## src/rtl/alu_sequencer.sv

```systemverilog
// +----------------------------------------------------------------------+
// | alu_sequencer: command FIFO and load/run/capture sequencer for alu16 |
// | Rev 1.0                                                              |
// +----------------------------------------------------------------------+
`timescale 1ns/1ps
`default_nettype none

module alu_sequencer #(
  parameter int DEPTH       = 4,
  parameter int LOAD_CYCLES = 2,
  parameter int RUN_CYCLES  = 17
) (
  input  logic        clk_i,
  input  logic        rst_ni,
  input  logic        cmd_valid_i,
  output logic        cmd_ready_o,
  input  logic [2:0]  cmd_op_i,
  input  logic [15:0] cmd_a_i,
  input  logic [15:0] cmd_b_i,
  output logic        alu_on_o,
  output logic [2:0]  alu_op_o,
  output logic [15:0] alu_ina_o,
  output logic [15:0] alu_inb_o,
  input  logic [16:0] alu_out_i,
  output logic        res_valid_o,
  input  logic        res_ready_i,
  output logic [16:0] res_data_o,
  output logic [2:0]  res_op_o,
  output logic        busy_o
);

  localparam int AW   = $clog2(DEPTH);
  localparam int CMAX = (LOAD_CYCLES > RUN_CYCLES) ? LOAD_CYCLES : RUN_CYCLES;
  localparam int CW   = $clog2(CMAX) + 1;

  localparam logic [CW-1:0] LOAD_LAST = CW'(LOAD_CYCLES - 1);
  localparam logic [CW-1:0] RUN_LAST  = CW'(RUN_CYCLES - 1);
  localparam logic [AW:0]   FULL_CNT  = (AW + 1)'(DEPTH);

  typedef enum logic [1:0] {
    IDLE = 2'd0,
    LOAD = 2'd1,
    RUN  = 2'd2,
    HOLD = 2'd3
  } state_e;

  typedef struct packed {
    logic [2:0]  op;
    logic [15:0] a;
    logic [15:0] b;
  } cmd_t;

  cmd_t mem_q [DEPTH];

  state_e        state_q, state_d;
  logic [AW-1:0] wr_ptr_q, wr_ptr_d;
  logic [AW-1:0] rd_ptr_q, rd_ptr_d;
  logic [AW:0]   count_q, count_d;
  logic [CW-1:0] cnt_q, cnt_d;
  logic [2:0]    op_q, op_d;
  logic [15:0]   ina_q, ina_d;
  logic [15:0]   inb_q, inb_d;
  logic [16:0]   res_data_q, res_data_d;
  logic [2:0]    res_op_q, res_op_d;

  logic full;
  logic empty;
  logic push;
  logic pop;
  cmd_t head;

  // Full blocks a push even when the sequencer pops in the same cycle.
  assign full  = (count_q == FULL_CNT);
  assign empty = (count_q == '0);
  assign push  = cmd_valid_i & ~full;
  assign pop   = (state_q == IDLE) & ~empty;
  assign head  = mem_q[rd_ptr_q];

  always_ff @(posedge clk_i) begin
    if (push) begin
      mem_q[wr_ptr_q] <= '{op: cmd_op_i, a: cmd_a_i, b: cmd_b_i};
    end
  end

  always_comb begin
    state_d    = state_q;
    wr_ptr_d   = wr_ptr_q;
    rd_ptr_d   = rd_ptr_q;
    count_d    = count_q;
    cnt_d      = cnt_q;
    op_d       = op_q;
    ina_d      = ina_q;
    inb_d      = inb_q;
    res_data_d = res_data_q;
    res_op_d   = res_op_q;

    if (push) begin
      wr_ptr_d = wr_ptr_q + 1'b1;
    end
    if (pop) begin
      rd_ptr_d = rd_ptr_q + 1'b1;
    end
    case ({push, pop})
      2'b10:   count_d = count_q + 1'b1;
      2'b01:   count_d = count_q - 1'b1;
      default: count_d = count_q;
    endcase

    case (state_q)
      IDLE: begin
        if (pop) begin
          op_d    = head.op;
          ina_d   = head.a;
          inb_d   = head.b;
          cnt_d   = '0;
          state_d = LOAD;
        end
      end
      LOAD: begin
        if (cnt_q == LOAD_LAST) begin
          cnt_d   = '0;
          state_d = RUN;
        end else begin
          cnt_d = cnt_q + 1'b1;
        end
      end
      RUN: begin
        // alu_out is only trusted on the edge that closes the final RUN cycle.
        if (cnt_q == RUN_LAST) begin
          res_data_d = alu_out_i;
          res_op_d   = op_q;
          state_d    = HOLD;
        end else begin
          cnt_d = cnt_q + 1'b1;
        end
      end
      HOLD: begin
        if (res_ready_i) begin
          state_d = IDLE;
        end
      end
      default: state_d = IDLE;
    endcase
  end

  always_ff @(posedge clk_i or negedge rst_ni) begin
    if (!rst_ni) begin
      state_q    <= IDLE;
      wr_ptr_q   <= '0;
      rd_ptr_q   <= '0;
      count_q    <= '0;
      cnt_q      <= '0;
      op_q       <= '0;
      ina_q      <= '0;
      inb_q      <= '0;
      res_data_q <= '0;
      res_op_q   <= '0;
    end else begin
      state_q    <= state_d;
      wr_ptr_q   <= wr_ptr_d;
      rd_ptr_q   <= rd_ptr_d;
      count_q    <= count_d;
      cnt_q      <= cnt_d;
      op_q       <= op_d;
      ina_q      <= ina_d;
      inb_q      <= inb_d;
      res_data_q <= res_data_d;
      res_op_q   <= res_op_d;
    end
  end

  assign cmd_ready_o = ~full;
  assign alu_on_o    = (state_q == LOAD);
  assign alu_op_o    = op_q;
  assign alu_ina_o   = ina_q;
  assign alu_inb_o   = inb_q;
  assign res_valid_o = (state_q == HOLD);
  assign res_data_o  = res_data_q;
  assign res_op_o    = res_op_q;
  assign busy_o      = (state_q != IDLE) | ~empty;

endmodule

`default_nettype wire

```

## config.mk

```make
export PLATFORM = sky130hd
export DESIGN_NAME = alu_sequencer
export DESIGN_NICKNAME = d
export VERILOG_FILES = /design/src/rtl/alu_sequencer.sv
export SDC_FILE = /design/constraint.sdc
export NUM_CORES = 1
export LEC_CHECK = 0
export ABC_AREA = 1
export ABC_CLOCK_PERIOD_IN_PS = 2600
export BUFFER_PORTS_ARGS = -buffer_cell sky130_fd_sc_hd__buf_2
export CAP_MARGIN = 20
export CORE_MARGIN = 5
export CORE_UTILIZATION = 50
export CTS_CLUSTER_DIAMETER = 120
export CTS_CLUSTER_SIZE = 8
export DETAILED_ROUTE_END_ITERATION = 12
export PLACE_DENSITY = 0.74
export SLEW_MARGIN = 10
export SYNTH_ARGS = -nofsm -noshare
export SYNTH_HDL_FRONTEND = slang
export SYNTH_SLANG_ARGS = --single-unit
```

## constraint.sdc

```tcl
create_clock -name clk_i -period 2.6 [get_ports clk_i]
set_input_delay 0.52 -clock clk_i [delete_from_list [all_inputs] [get_ports clk_i]]
set_output_delay 0.52 -clock clk_i [all_outputs]
set_load 0.005 [all_outputs]
```

==> summary.txt, run 1 <==
Leading cell types by total area after synthesis -> edfxtp_1 50%, dfrtp_1 21%, nor2_1 8.5%
Largest net degree at the start of global routing -> 72
CTS root buf -> clkbuf_16
DR iter-0 viols -> 308
Worst EP arrival -> 1.60 ns
Detailed Place HPWL -> 10.3 mm
GR Util All Layers -> 17.7%
Port bufs -> 114
DRT Wirelength -> 17.4 mm
Yosys top cell by area -> edfxtp_1
DRC errors left -> 0
Post-route minimum period -> 2.12 ns
Critical Path RT -> 2.08 ns
Area occupied by multi-input gates -> 2110 um2
Worst R2R End -> count_q[2]
R2R setup slack -> 0.54 ns
Clock sink total -> 210
Static leakage -> 4.04 nW
Worst-skew pair later-pin latency -> 0.54 ns
Worst Path Class, Setup -> reg -> out
Synth top area share -> 50.0%
Total number of yosys warnings -> 0
End of the worst hold path -> res_data_o[5]
DRT Pass-1 Iters -> 4
Count of final hold-check violations -> 0
H-Tree Depth -> 1
Max Cap Viol -> 0
CTS tree -> done
Std-Cell Rows -> 47
Clock buffer depth -> 3
Placer Congestion -> 0.824
Crit end category -> output port
Clk_skew -> 0.0131 ns
Crit path launch type -> flip-flop
Sequential-to-total area share from yosys stat -> 70.9%
Core ar. -> 16500 um2
Most common cell in the netlist -> nor2_1
Peak supply drop -> 0.641 mV
R2r startpoint -> count_q[0]
Top_reg_cell synth -> edfxtp_1
Flops & latches, synth -> 210
Final setup fails -> 0
Fill count -> 1298
Layout cells sized above 1 -> 21.2%
CTS Buf Count -> 30
R2R depth -> 9
P&R area growth vs syn -> 19.2%
Post-synth top cells -> 190 x nor2_1, 140 x edfxtp_1, 97 x nand2_1
Max-slew violation count -> 0
Clock-pin slew on the worst setup and hold paths -> 0.05 ns
Post-route setup slack -> 0.484 ns
Nets -> 910
Post-Syn Instances -> 713
Vias per inst -> 5.02
Register area -> 5960 um2
First-pass GRT wire length -> 28.1 mm
Post-Syn Nets -> 783
RSZ-0062 raised after global routing -> no
Max_slew headroom -> 48.5%
Vias -> 5422
Slew @ Worst Pin -> 0.772 ns
IO Count -> 115
Setup TNS -> 0 ns
Vias in the first global route -> 5463
Status -> completed
Synth Cell Area -> 8400 um2
Drt wl/cell -> 16.1 um
Hold Path Depth -> 3
DP Worst Slack -> 0.538 ns
Crit share post-route -> 81.4%
Unique masters post-synth -> 31
Final ANT Viol Nets -> 0
Worst min-delay path startpoint -> alu_out_i[5]
Ant diodes -> 0
Worst Hold Class -> in -> reg
Gr ovfl total -> 0
Die X -> 140 um
Asr flop ratio synth -> 33.3%
PD cells -> 1230 nW/um2
Antenna violations before repair -> 3
Critical-path maximum fanout -> 4
Die height -> 140 um
Number of synthesized flops with an enable pin -> 140
Post-Syn Area per Cell -> 11.8 um2
Die ar. -> 19500 um2
F_max -> 473 MHz
Starting Density -> 50.8%
report_power, final:
group          switching [mW]  leakage, nW  internal, mW
Sequential              0.510         2.10          4.60
Combinational            2.36         1.54          1.36
Clock                    1.33        0.409          2.14
Total                    4.19         4.04          8.11
sequential cells by signal (all words and copies together) (netlist names):
| register | count |
|---|---|
| res_data_o | 17 |
| alu_inb_o | 16 |
| count_q | 3 |
| wr_ptr_q | 2 |
| cnt_q | 6 |
| rd_ptr_q | 2 |
| alu_op_o | 3 |
| alu_ina_o | 16 |
| mem_q | 140 |
| state_q | 2 |
| res_op_o | 3 |
layout by cell type (no fill, tap or decap), drive strengths merged, types with 2 or more instances in the layout:
cell type / count
a21oi: 4
a31oi: 35
buf: 127
clkbuf: 50
clkinv: 2
dfrtp: 70
edfxtp: 140
ha: 13
inv: 27
nand2: 101
nand3: 12
nand4: 5
nor2: 193
o21ai: 73
xor2: 3
worst max path at each step:
stage,endpoint,startpoint,cells after the start
after floorplan,mem_q[0][0],count_q[0],4
after global placement,count_q[2],cmd_valid_i,8
after detailed placement,count_q[2],count_q[0],9
after CTS,busy_o,state_q[0],4
after global routing,busy_o,state_q[1],4
final,busy_o,state_q[0],4
through the flow:
stage	cell area [um2]	util [%]	cells	total power, mW	hold slack, ns
after floorplan	8400	-	713	7.74	0.224
after global placement	9140	55.3	1027	8.82	0.457
after detailed placement	9140	55.3	1027	8.95	0.466
after CTS	10000	60.6	1080	12.5	0.167
after global routing	10000	60.6	1080	13.2	0.171
final	10000	60.6	1080	12.3	0.189
area by class of cell:
cell class / instances / share of cell area (%)
inverters: 27 / 1.09
flip-flops and latches: 210 / 59.5
repair buffers: 128 / 6.92
well taps: 220 / 2.75
multi-input cells: 443 / 21.1
clock inverters: 2 / 0.387
clock buffers: 50 / 8.25
layer usage:
metal | vias to the layer above | part of all wire [%] | GRT usage (%) | wire length [um]
met1 | 2533 | 43 | 24.0 | 7480
met5 | - | 0.24 | 0 | 41
li1 | 2685 | - | - | -
met2 | 159 | 48 | 29.2 | 8270
met4 | 6 | 2.0 | 4.54 | 352
met3 | 39 | 7.0 | 4.32 | 1220
critical path: stages (launching register included):
cell and delay, ns:
dfrtp_1 0.40, inv_1 0.12, ha_1 0.22, nand4_1 0.16, buf_2 0.16
timing repair:
item                                   4_1_cts  5_1_grt
gates resized for setup                      0        0
buffers inserted                             0        0
hold buffers                                 1        0
endpoints found under the hold margin       28        0
logic make-up (layout without fill, tap and decap cells):
group / count (synthesis) / after routing / share of synthesized area [%]
xor gates and xnor gates: 4 / 4 / 0.417
AOI/OAI and AO/OA: 113 / 113 / 7.33
DFF: 210 / 210 / 70.9
buffers and inverters: 60 / 207 / 4.33
adders and majority gates: 14 / 14 / 2.17
and+or+nand+nor: 312 / 312 / 14.9
No activity file was read; power rests on OpenSTA's default activity.
==> inputs of run 2 (changes only) <==
--- a/config.mk
+++ b/config.mk
@@ -5,8 +5,8 @@
 export SDC_FILE = /design/constraint.sdc
 export NUM_CORES = 1
 export LEC_CHECK = 0
-export ABC_AREA = 1
-export ABC_CLOCK_PERIOD_IN_PS = 2600
+export ABC_AREA = 0
+export ABC_CLOCK_PERIOD_IN_PS = 2100
 export BUFFER_PORTS_ARGS = -buffer_cell sky130_fd_sc_hd__buf_2
 export CAP_MARGIN = 20
 export CORE_MARGIN = 5
@@ -14,7 +14,7 @@
 export CTS_CLUSTER_DIAMETER = 120
 export CTS_CLUSTER_SIZE = 8
 export DETAILED_ROUTE_END_ITERATION = 12
-export PLACE_DENSITY = 0.74
+export PLACE_DENSITY = 0.71
 export SLEW_MARGIN = 10
 export SYNTH_ARGS = -nofsm -noshare
 export SYNTH_HDL_FRONTEND = slang
==> constraint.sdc (replaced) <==
create_clock -name clk_i -period 2.1 [get_ports clk_i]
set_input_delay 0.42 -clock clk_i [delete_from_list [all_inputs] [get_ports clk_i]]
set_output_delay 0.42 -clock clk_i [all_outputs]
set_load 0.005 [all_outputs]
==> run 2 against run 1 <==
  * The run now ends with negative setup slack left
  * Sequential power up 21%
  * Synthesized cell count is 34% lower
  * Final area rose by 0.11%
  * Clock skew increased by 0.00087 ns
  * Register-to-register slack got worse by 0.46 ns
  * Cell count decreased by 20%
  * Critical path depth unchanged
  * First-iteration DRC count down 34%
==> summary.txt, run 2 <==
Crit path buffers/inverters -> 2
PD cells -> 1490 nW/um2
DRC errors left -> 0
Met2 GRT Util -> 31.7%
Crit-path cells -> inv_2 > ha_4 > or4b_4 > buf_6
Worst Hold Class -> in -> reg
Max Cap Viol -> 0
Leading cell types by total area after synthesis -> edfxtp_1 52%, dfrtp_1 22%, mux4_2 9.7%
Most common cell in the netlist -> edfxtp_1
Asr flop ratio synth -> 33.3%
Post-route cell area -> 10000 um2
Post-route setup slack -> -0.0433 ns
Grt peak-use layer -> met2
Count of final hold-check violations -> 0
Core ar. -> 15900 um2
Met3 GRT Util -> 3.40%
Post-Syn Instances -> 468
Max_slew headroom -> 68.3%
Gr ovfl total -> 0
Clock sink total -> 210
CTS Buf Count -> 30
Die X -> 137 um
H-Tree Depth -> 1
F_max -> 467 MHz
GR Util All Layers -> 17.7%
DR iter-0 viols -> 203
Crit end category -> output port
Flops & latches, synth -> 210
Final ANT Viol Nets -> 0
CTS tree -> done
Max-slew violation count -> 0
Largest net degree at the start of global routing -> 41
Std-Cell Rows -> 46
Worst-skew pair later-pin latency -> 0.52 ns
Crit path launch type -> flip-flop
Clk_skew -> 0.0140 ns
Crit share post-route -> 102%
Clock buffer depth -> 3
Die height -> 137 um
Final setup fails -> 1
Post-Place Cells -> 796
CTS root buf -> clkbuf_16
Vias in the first global route -> 4823
DRT Wirelength -> 16.1 mm
Number of synthesized flops with an enable pin -> 140
Fin cells -> 860
Drt wl/cell -> 18.8 um
Synth Cell Area -> 8090 um2
Nets -> 690
Vias -> 4446
Critical-path maximum fanout -> 2
RSZ-0062 raised after global routing -> yes
Biggest register -> mem_q
Post-route minimum period -> 2.14 ns
Peak supply drop -> 0.881 mV
Most frequent cells in the layout -> 140 x edfxtp_1, 112 x buf_2, 109 x nand2_1
Placed instance area -> 9070 um2
Top_reg_cell synth -> edfxtp_1
Power Total -> 14.9 mW
Grt met1 use -> 21.9%
Commonest non-fill, non-tap cell in the layout -> edfxtp_1
Worst EP arrival -> 1.72 ns
P&R area growth vs syn -> 23.9%
Synth top area share -> 52.0%
Yosys top cell by area -> edfxtp_1
First-pass GRT wire length -> 25.5 mm
Critical Path RT -> 1.68 ns
Detailed Place HPWL -> 9.70 mm
Static leakage -> 4.08 nW
Clock-pin slew on the worst setup and hold paths -> 0.05 ns
IO Count -> 115
Largest register FFs -> 140
Total number of yosys warnings -> 0
CP max stage delay -> 0.46 ns
Antenna violations before repair -> 1
Starting Density -> 50.9%
Post-synth top cells -> 140 x edfxtp_1, 109 x nand2_1, 70 x dfrtp_1
Worst Path Class, Setup -> reg -> out
Slew @ Worst Pin -> 0.473 ns
Vias per inst -> 5.17
Post-Syn Area per Cell -> 17.3 um2
Unique masters post-synth -> 38
CP max-delay cell -> or4b_4
Placer Congestion -> 0.739
Layout cells sized above 1 -> 37.8%
Sequential-to-total area share from yosys stat -> 73.6%
Die ar. -> 18800 um2
Failing checks -> negative setup slack
Status -> complete, but fails checks
Critical path's top delay family -> simple AND/OR/NAND/NOR gates
DRT Pass-1 Iters -> 4
Post-Syn Nets -> 538
Port bufs -> 114
run 2: logic make-up (layout without fill, tap and decap cells):
family | count (synthesis) | in the layout | share of synthesized area, %
buffers and inverters | 29 | 204 | 1.52
XOR/XNOR | 6 | 6 | 0.650
other | 0 | 1 | 0
adder cells (fa/ha/maj) | 14 | 14 | 2.26
AND/OR/NAND/NOR | 134 | 134 | 7.01
multiplexers | 58 | 58 | 12.9
flip-flops | 210 | 210 | 73.6
AO/OA/AOI/OAI | 17 | 17 | 2.00
run 2: through the flow:
step | utilization (%) | setup slack [ns] | hold slack, ns | setup TNS, ns
finish | 63.1 | -0.0433 | 0.112 | -0.0433
global route | 63.1 | -0.105 | 0.0975 | -0.186
CTS | 63.0 | -0.0554 | 0.0903 | -0.0554
detailed placement | 57.1 | 0.0398 | 0.390 | 0
global placement | 57.1 | 0.162 | 0.383 | 0
floorplan | - | 0.0154 | 0.124 | 0
run 2: cell type report:
| type | instances | area, um2 |
|---|---|---|
| clock buffers | 54 | 862 |
| diodes | 1 | 2.50 |
| well taps | 216 | 270 |
| fillers | 1180 | 5860 |
| repair buffers | 136 | 838 |
| inverters | 13 | 48.8 |
| multi-input cells | 229 | 2030 |
| clock inverters | 1 | 8.76 |
| flip-flops and latches | 210 | 5960 |
run 2: final timing paths:
check / slack [ns] / from / to / depth (start not counted)
min in group asynchronous: 0.39 / rst_ni / res_data_o[13] / 2
min: 0.11 / cmd_a_i[2] / mem_q[3][18] / 1
max: -0.04 / state_q[0] / busy_o / 4
max reg2reg: 0.08 / count_q[1] / count_q[2] / 10
max in group asynchronous: 1.13 / rst_ni / rd_ptr_q[0] / 3
min reg2reg: 0.46 / alu_inb_o[7] / alu_inb_o[7] / 2
run 2: per-layer routing:
layer	vias to the layer above	part of all wire [%]
met2	129	53
met3	35	5.6
met4	2	2.0
met5	-	0.043
li1	2048	-
met1	2232	39
run 2: timing repair:
action | in CTS | in global routing
buffers inserted | 7 | 0
hold buffers | 1 | 0
endpoints found under the hold margin | 30 | 0
resized for setup | 2 | 3
setup endpoints to repair | 1 | 3
pin swaps | 2 | 0
run 2: report_power, final:
part           leakage [nW]  switching, mW  internal (mW)
sequential             2.14          0.523           5.67
combinational          1.52           2.30           2.09
clock                 0.413           1.62           2.72
==> inputs of run 3 (changes only) <==
--- a/config.mk
+++ b/config.mk
@@ -15,6 +15,7 @@
 export CTS_CLUSTER_SIZE = 8
 export DETAILED_ROUTE_END_ITERATION = 12
 export PLACE_DENSITY = 0.71
+export SETUP_SLACK_MARGIN = 0.05
 export SLEW_MARGIN = 10
 export SYNTH_ARGS = -nofsm -noshare
 export SYNTH_HDL_FRONTEND = slang
==> run 3 against run 2 <==
  * The run still ends with negative setup slack left
  * Worst setup slack got worse by 0.020 ns
  * Global-route usage fell by 0.38 points
  * Clock skew up 0.0037 ns
  * Worst hold slack lost 0.022 ns
  * Count of clock-buffer cells in the layout decreased by 2
  * Largest cell class unchanged
==> summary.txt, run 3 (synthesis gave the netlist of run 2 again) <==
R2R depth -> 7
Static leakage -> 4.09 nW
DR iter-0 viols -> 235
DRC errors left -> 0
Peak supply drop -> 0.761 mV
Clk_skew -> 0.0176 ns
Antenna violations before repair -> 4
Vias per inst -> 5.23
Met3 GRT Util -> 3.87%
Port bufs -> 114
Count of final hold-check violations -> 0
Max_slew headroom -> 65.8%
First-pass GRT wire length -> 25.3 mm
Setup TNS -> -0.0637 ns
Vias -> 4516
Status -> complete, but fails checks
Crit share post-route -> 103%
IO Count -> 115
Largest register FFs -> 140
Crit path launch type -> flip-flop
GR Util All Layers -> 17.4%
CP max stage delay -> 0.46 ns
Gr ovfl total -> 0
Detailed Place HPWL -> 9.88 mm
CP max-delay cell -> or4b_4
Max Cap Viol -> 0
Post-route minimum period -> 2.16 ns
Final setup fails -> 1
Die X -> 137 um
Clock sink total -> 210
Worst Path Class, Setup -> reg -> out
Die height -> 137 um
Biggest register -> mem_q
Crit end category -> output port
Met2 GRT Util -> 29.6%
Layout cells sized above 1 -> 38.8%
CTS root buf -> clkbuf_16
Commonest non-fill, non-tap cell in the layout -> edfxtp_1
Worst-skew pair later-pin latency -> 0.54 ns
RSZ-0062 raised after global routing -> yes
Nets -> 693
PD cells -> 1490 nW/um2
H-Tree Depth -> 1
P&R area growth vs syn -> 24.9%
CTS Buf Count -> 30
Core ar. -> 15900 um2
Placed instance area -> 9120 um2
Die ar. -> 18800 um2
F_max -> 462 MHz
Grt peak-use layer -> met2
CTS tree -> done
Failing checks -> negative setup slack
Hold Path Depth -> 1
Std-Cell Rows -> 46
Power Total -> 15.0 mW
Critical-path maximum fanout -> 2
Drt wl/cell -> 18.2 um
Most frequent cells in the layout -> 140 x edfxtp_1, 112 x buf_2, 109 x nand2_1
Slew @ Worst Pin -> 0.513 ns
Crit-path cells -> inv_2 > ha_4 > or4b_4 > buf_6
Post-route setup slack -> -0.0637 ns
Largest net degree at the start of global routing -> 37
DRT Wirelength -> 15.7 mm
Clock buffer depth -> 3
Final ANT Viol Nets -> 0
DRT Pass-1 Iters -> 4
Worst EP arrival -> 1.74 ns
Starting Density -> 50.9%
Worst Hold Class -> in -> reg
Max-slew violation count -> 0
Post-route cell area -> 10100 um2
Grt met1 use -> 22.0%
Clock-pin slew on the worst setup and hold paths -> 0.05 ns
Placer Congestion -> 0.749
Vias in the first global route -> 4777
Critical Path RT -> 1.68 ns
Fill count -> 1181
[run 3: cell count changes in the layout (fill, tap and decap cells not counted), moves of 2 or more]
cell     previous run  this run
inv_1              10         8
inv_2               3         5
diode_2             1         3
buf_12              7         9
buf_4              14        16
[run 3: worst paths after layout]
check                                to    startpoint  slack (ns)
min                        mem_q[0][27]   cmd_a_i[11]        0.09
min reg2reg                alu_ina_o[0]  alu_ina_o[0]        0.46
max in group asynchronous    count_q[2]        rst_ni        1.07
min in group asynchronous  alu_ina_o[1]        rst_ni        0.42
max                              busy_o    state_q[1]       -0.06
max reg2reg                  state_q[1]    state_q[1]        0.13
[run 3: what timing repair did]
item	in CTS	in global routing
buffers inserted	6	3
pin swaps	1	5
endpoints found under the hold margin	34	0
gates resized for setup	1	8
setup endpoints to repair	1	24
hold buffers	1	0
[run 3: critical path, delay by kind of cell (launching register included)]
kind                       cells  cell delay [ns]
adders and majority gates      1             0.14
buffers and inverters          2             0.22
DFF                            1             0.40
and+or+nand+nor                1             0.46
[run 3: metrics by stage]
| stage | worst slack (ns) | util [%] | hold slack (ns) | std cells |
|---|---|---|---|---|
| floorplan | 0.0710 | - | 0.124 | 468 |
| global placement | 0.203 | 57.4 | 0.425 | 797 |
| detailed placement | 0.0950 | 57.4 | 0.423 | 797 |
| CTS | -0.0736 | 63.3 | 0.0688 | 858 |
| global route | -0.117 | 63.6 | 0.0704 | 864 |
| finish | -0.0637 | 63.6 | 0.0907 | 864 |
[run 3: layout make-up]
type	count	area [um2]	share of cell area (%)
antenna	3	7.51	0.0743
multi-input combinational	229	2060	20.4
timing repair buffer	139	882	8.73
clock inverter	2	38.8	0.384
inverter	13	48.8	0.483
tap	216	270	2.68
clock buffer	52	833	8.25
sequential	210	5960	59.0
[run 3: power by group]
group	switching (mW)	total (mW)	internal (mW)
registers	0.517	6.19	5.67
logic	2.32	4.51	2.19
clock network	1.63	4.30	2.66
total	4.47	15.0	10.5
[run 3: per-layer routing]
metal	up-vias	share of wire, %
met5	-	0.076
met4	2	2.5
met3	34	6.4
met2	141	50
met1	2289	41
li1	2050	-
